===== config.mk =====
export PLATFORM = sky130hd
export DESIGN_NAME = serial_adder
export DESIGN_NICKNAME = d
export VERILOG_FILES = /design/src/rtl/serial_adder_pkg.sv /design/src/rtl/fulladder_cell.sv /design/src/rtl/halfadder.sv /design/src/rtl/serial_adder.sv
export SDC_FILE = /design/constraint.sdc
export NUM_CORES = 1
export LEC_CHECK = 0
export CAP_MARGIN = 20
export CORE_ASPECT_RATIO = 1.5
export CORE_MARGIN = 5
export CORE_UTILIZATION = 46
export CTS_CLUSTER_DIAMETER = 200
export DETAILED_ROUTE_END_ITERATION = 10
export PLACE_DENSITY = 0.73
export RECOVER_POWER = 100
export SLEW_MARGIN = 20
export SYNTH_ARGS = -nofsm -noshare
export SYNTH_HDL_FRONTEND = slang
export SYNTH_SLANG_ARGS = --single-unit

===== constraint.sdc =====
create_clock -name clk -period 2.4 [get_ports clk]
set_input_delay 0.48 -clock clk [delete_from_list [all_inputs] [get_ports clk]]
set_output_delay 0.48 -clock clk [all_outputs]
set_load 0.02 [all_outputs]

===== src/rtl/serial_adder_pkg.sv =====
// Shared definitions for the bit-serial adder: FSM state encoding and the
// helper that sizes the bit counter.
package serial_adder_pkg;

    // Controller states; encoding is fixed so debug probes read consistently.
    typedef enum logic [1:0] {
        IDLE  = 2'b00,
        SHIFT = 2'b01,
        DONE  = 2'b10
    } state_e;

    // Counter must hold values 0..width, so width+1 distinct codes.
    function automatic int count_width(input int width);
        return $clog2(width + 1);
    endfunction

endpackage


===== src/rtl/fulladder_cell.sv =====
// Combinational full adder built from two half adders; the two partial
// carries can never both be set, so a plain OR merges them.
module fulladder_cell (
    input  logic x,
    input  logic y,
    input  logic ci,
    output logic s,
    output logic co
);

    logic s0;
    logic c0;
    logic c1;

    halfadder u_ha0 (
        .a (x),
        .b (y),
        .s (s0),
        .c (c0)
    );

    halfadder u_ha1 (
        .a (s0),
        .b (ci),
        .s (s),
        .c (c1)
    );

    assign co = c0 | c1;

endmodule


===== src/rtl/halfadder.sv =====
// Single-bit half adder: sum and carry of two inputs.
module halfadder (
    input  logic a,
    input  logic b,
    output logic s,
    output logic c
);

    assign s = a ^ b;
    assign c = a & b;

endmodule


===== src/rtl/serial_adder.sv =====
// Bit-serial WIDTH-bit adder. Operands are captured through a valid/ready
// handshake, summed LSB-first one bit per clock through a single full-adder
// cell with a registered carry, and returned through a second handshake.
//
//   state | meaning
//   ------+---------------------------------------------------------------
//   IDLE  | waiting for operands, in_ready high
//   SHIFT | one full-adder step per cycle, WIDTH cycles in total
//   DONE  | result presented on sum/cout with out_valid, waiting out_ready
module serial_adder
    import serial_adder_pkg::*;
#(
    parameter int WIDTH = 8
) (
    input  logic             clk,
    input  logic             rst_n,
    input  logic             in_valid,
    output logic             in_ready,
    input  logic [WIDTH-1:0] a,
    input  logic [WIDTH-1:0] b,
    input  logic             cin,
    output logic             out_valid,
    input  logic             out_ready,
    output logic [WIDTH-1:0] sum,
    output logic             cout,
    output logic             busy
);

    localparam int            CW   = count_width(WIDTH);
    localparam logic [CW-1:0] LAST = CW'(WIDTH - 1);

    state_e           state_q;
    state_e           state_d;
    logic [WIDTH-1:0] a_sr_q;
    logic [WIDTH-1:0] a_sr_d;
    logic [WIDTH-1:0] b_sr_q;
    logic [WIDTH-1:0] b_sr_d;
    logic [WIDTH-1:0] sum_sr_q;
    logic [WIDTH-1:0] sum_sr_d;
    logic [WIDTH-1:0] sum_q;
    logic [WIDTH-1:0] sum_d;
    logic             carry_q;
    logic             carry_d;
    logic             cout_q;
    logic             cout_d;
    logic [CW-1:0]    count_q;
    logic [CW-1:0]    count_d;

    logic             fa_s;
    logic             fa_co;

    // The only arithmetic in the block: one full adder on the operand LSBs.
    fulladder_cell u_fa (
        .x  (a_sr_q[0]),
        .y  (b_sr_q[0]),
        .ci (carry_q),
        .s  (fa_s),
        .co (fa_co)
    );

    // State and datapath registers with synchronous active-low reset.
    always_ff @(posedge clk) begin
        if (!rst_n) begin
            state_q  <= IDLE;
            a_sr_q   <= '0;
            b_sr_q   <= '0;
            sum_sr_q <= '0;
            sum_q    <= '0;
            carry_q  <= 1'b0;
            cout_q   <= 1'b0;
            count_q  <= '0;
        end else begin
            state_q  <= state_d;
            a_sr_q   <= a_sr_d;
            b_sr_q   <= b_sr_d;
            sum_sr_q <= sum_sr_d;
            sum_q    <= sum_d;
            carry_q  <= carry_d;
            cout_q   <= cout_d;
            count_q  <= count_d;
        end
    end

    // Next-state and datapath update; operands are only sampled on accept,
    // so anything on a/b while idle-and-invalid never reaches the registers.
    // The result registers load only on the last SHIFT step so sum/cout stay
    // stable from DONE until the next result is ready.
    always_comb begin
        state_d  = state_q;
        a_sr_d   = a_sr_q;
        b_sr_d   = b_sr_q;
        sum_sr_d = sum_sr_q;
        sum_d    = sum_q;
        carry_d  = carry_q;
        cout_d   = cout_q;
        count_d  = count_q;

        unique case (state_q)
            IDLE: begin
                if (in_valid) begin
                    a_sr_d  = a;
                    b_sr_d  = b;
                    carry_d = cin;
                    count_d = '0;
                    state_d = SHIFT;
                end
            end
            SHIFT: begin
                carry_d                = fa_co;
                sum_sr_d               = sum_sr_q >> 1;
                sum_sr_d[WIDTH-1]      = fa_s;
                a_sr_d                 = a_sr_q >> 1;
                b_sr_d                 = b_sr_q >> 1;
                count_d                = count_q + CW'(1);
                if (count_q == LAST) begin
                    sum_d   = sum_sr_d;
                    cout_d  = fa_co;
                    state_d = DONE;
                end
            end
            DONE: begin
                if (out_ready) begin
                    state_d = IDLE;
                end
            end
            default: begin
                state_d = IDLE;
            end
        endcase
    end

    assign in_ready  = (state_q == IDLE);
    assign out_valid = (state_q == DONE);
    assign busy      = (state_q != IDLE);
    assign sum       = sum_q;
    assign cout      = cout_q;

endmodule


==> run_results.csv <==
group,metric,value,unit
yosys,syn_area,1632,um^2
run_status,outcome,"complete, no violations",
floorplan,chipHeight,82.94,um
power,intPower,978.5,uW
timing,fin_hold_ws,0.4554,ns
power,clkPwrFrac,0.340,
timing,slew_violations,0,
critical_path,critical_path.top_delay_family,"buffers and inverters",
yosys,synth-seq-cells,39,
yosys,syn-num-nets,215,
timing,rsz0062_at_grt,"no",
critical_path,endpoint_kind,"output pin",
timing,skew,0.004136,ns
timing,setup_viol,0,
critical_path,crit_chain,"clkinv_1, nor2_1, dlygate4sd3_1",
yosys,ys_seq_area_frac,0.4785,
finish,multi_input_area,765.7,um^2
detailed_routing,vias_per_cell,5.485,
global_routing,grt_pass1_wl,6230,um
detailed_routing,drt-initial-drc-count,46,
finish,finalNonFillerCells,264,
critical_path,slowest_delay,0.68,ns
flow_run,cap_violations,0,
floorplan,rows,26,
yosys,syn_inst,192,
clocking,worstSkewPairLatency,0.29,ns
critical_path,critical_path_buf_inv_count,2,
clocking,post_cts_buffers,0,
placement,gp_congestion,0.8201,
yosys,synth_cell_types,32,
critical_path,worstSetupPathType,"flop to output pin",
yosys,syn_avg_cell_area,8.498,um^2
placement,portBuffers,32,
timing,slew_headroom,0.5293,
floorplan,start_util,0.4777,
timing,fin_crit,2.200,ns
power,pwr-share-comb,0.120,
critical_path,critPathMaxFanout,7,
global_routing,grt_max_degree,26,
global_routing,grt_usage,0.1603,
placement,dp_cells,257,
timing,fmax,0.4546,GHz
power,peakVddDrop,0.0004370,V
detailed_routing,routedWlPerCell,13.75,um
critical_path,slowest_stage,"dlygate4sd3_1",
floorplan,core-area,3416,um^2
worst_hold_path,worstHoldPathType,"flop to flop",
critical_path,critPathRequiredTime,1.92,ns
clocking,clk_pin_slew,0.07,ns
yosys,synth_area_leader_cell,"dfxtp_1",
power,p_leak,0.0007591,uW
clocking,cts_resized,0,
timing,setup_ws,0.2001,ns
finish,layout_common_cells,"dfxtp_1 (39), nand2_1 (37), a21oi_1 (23)",
floorplan,io_pins,33,
floorplan,die_area,4862,um^2
floorplan,die_x,58.63,um
clocking,cts_tree,"done",
finish,nFillCells,333,
timing,setup_tns,0,ns
finish,drive_gt1_frac,0.05856,
finish,nNetsFinal,245,
finish,antenna_cells,0,
power,power.density,626.1,nW/um^2
global_routing,antenna_found_initial,0,
timing,hold_violations,0,
clocking,cts_made_buffers,5,
detailed_routing,drt_drc_violations_left,0,
critical_path,critical_path_arrival,1.72,ns
clocking,holdBufCountCts,0,
clocking,clk_path_buf_depth,2,
detailed_routing,drt_wl_total,3629,um
detailed_routing,vias,1448,
timing,worst_pin_slew,0.7060,ns
finish,layout.cells.most_common,"dfxtp_1",
global_routing,overflow,0,
timing,finalCritPeriodShare,0.9166,
power,switching_share,0.2444,
yosys,synth.top_cell.area_share,0.4785,
yosys,yosys-top-cells-area,"dfxtp_1 (48%), nand2_1 (8.5%), a21oi_1 (7.1%)",
global_routing,grt_pass1_vias,1471,
critical_path,crit_path_start_kind,"flop",
placement,dpl.hpwl,2660,um
detailed_routing,drt_first_pass_iters,4,
finish,area_delta_synth_final,26.76,%
yosys,ys_warn_count,0,
power,p_switching,316.4,uW
clocking,h-tree-depth,2,
clocking,cts.root.buffer_cell,"clkbuf_8",
placement,place_ws,0.5338,ns
detailed_routing,detail-route-antenna-nets,0,
power,pwr-share-seq,0.540,
finish,layout.area.seq,780.7,um^2
clocking,cts.sinks,39,
state kept, by name (all words and copies together), names as in the netlist:
| register | count |
|---|---|
| a_sr_q | 8 |
| b_sr_q | 8 |
| sum | 8 |
| sum_sr_q | 7 |
| count_q | 4 |
| state_q | 2 |
| carry_q | 1 |
| cout | 1 |
cell usage after synthesis:
| cell | number |
|---|---|
| inv_1 | 2 |
| o2bb2ai_1 | 10 |
| clkinv_1 | 1 |
| nand2b_1 | 2 |
| a21oi_1 | 23 |
| o21ba_2 | 1 |
| o311a_1 | 1 |
| or3_1 | 1 |
| o22ai_1 | 5 |
| buf_4 | 1 |
| fa_1 | 1 |
| mux2i_1 | 9 |
| ha_1 | 1 |
| nand2_1 | 37 |
| o32a_1 | 1 |
| a22oi_1 | 1 |
| dfxtp_1 | 39 |
| buf_6 | 1 |
| nor2_1 | 16 |
| a211oi_1 | 1 |
| a31oi_1 | 1 |
| and2b_1 | 1 |
| a32oi_1 | 2 |
| nand3_1 | 2 |
| o21ai_0 | 15 |
| clkbuf_1 | 7 |
| nor3_1 | 1 |
| o21bai_1 | 1 |
| inv_2 | 1 |
| o21a_1 | 1 |
| nor3_2 | 1 |
| buf_2 | 5 |
layout make-up:
type | count | share of cell area
tap | 42 | 0.02541
inverter | 4 | 0.007260
sequential | 39 | 0.3775
clock buffer | 6 | 0.03993
timing repair buffer | 37 | 0.1773
clock inverter | 1 | 0.002420
multi-input combinational | 135 | 0.3702
stage by stage:
stage	utilization	instance area (um^2)	power, uW
3_5_place_dp	0.5810	1984	869.9
2_1_floorplan	-	1632	805.6
6_report	0.6055	2068	1295
4_1_cts	0.6066	2072	1308
5_1_grt	0.6055	2068	1366
3_3_place_gp	0.5810	1984	863.3
worst paths after layout:
check	startpoint	end	slack (ns)	cells past startpoint
max reg2reg	state_q[0]$_SDFFE_PN0P_	sum[3]$_SDFFE_PN0P_	0.36	5
min	sum[4]$_SDFFE_PN0P_	sum[4]$_SDFFE_PN0P_	0.46	2
max	state_q[1]$_SDFFE_PN0P_	out_valid	0.20	3
min reg2reg	sum[4]$_SDFFE_PN0P_	sum[4]$_SDFFE_PN0P_	0.46	2
power by group through the flow:
stage	logic [uW]	clock network, uW	registers (uW)
floorplan	99.5	0	706
global placement	152	0	711
detailed placement	157	0	713
CTS	158	451	699
global route	173	490	703
finish	156	440	699
routing by layer:
metal  wire length, um  global-route usage  up-vias
met3               183             0.04503       11
met5                 0                   0        -
met2              1832              0.2737       43
li1                  -                   -      729
met1              1520              0.1748      665
met4                93             0.08041        0
worst min-delay path: cells and delay by family, from the launching register on:
kind / cells / cell delay, ns
flops: 1 / 0.31
simple gates: 1 / 0.05
mux: 1 / 0.05
cell families after synthesis:
logic type,after synthesis,synth area share
multiplexers,9,0.05522
adder cells (fa/ha/maj),2,0.01994
flip-flops,39,0.4785
AO/OA/AOI/OAI,63,0.2408
buffers and inverters,18,0.05215
AND/OR/NAND/NOR,61,0.1534
No activity file was read; power rests on OpenSTA's default activity.
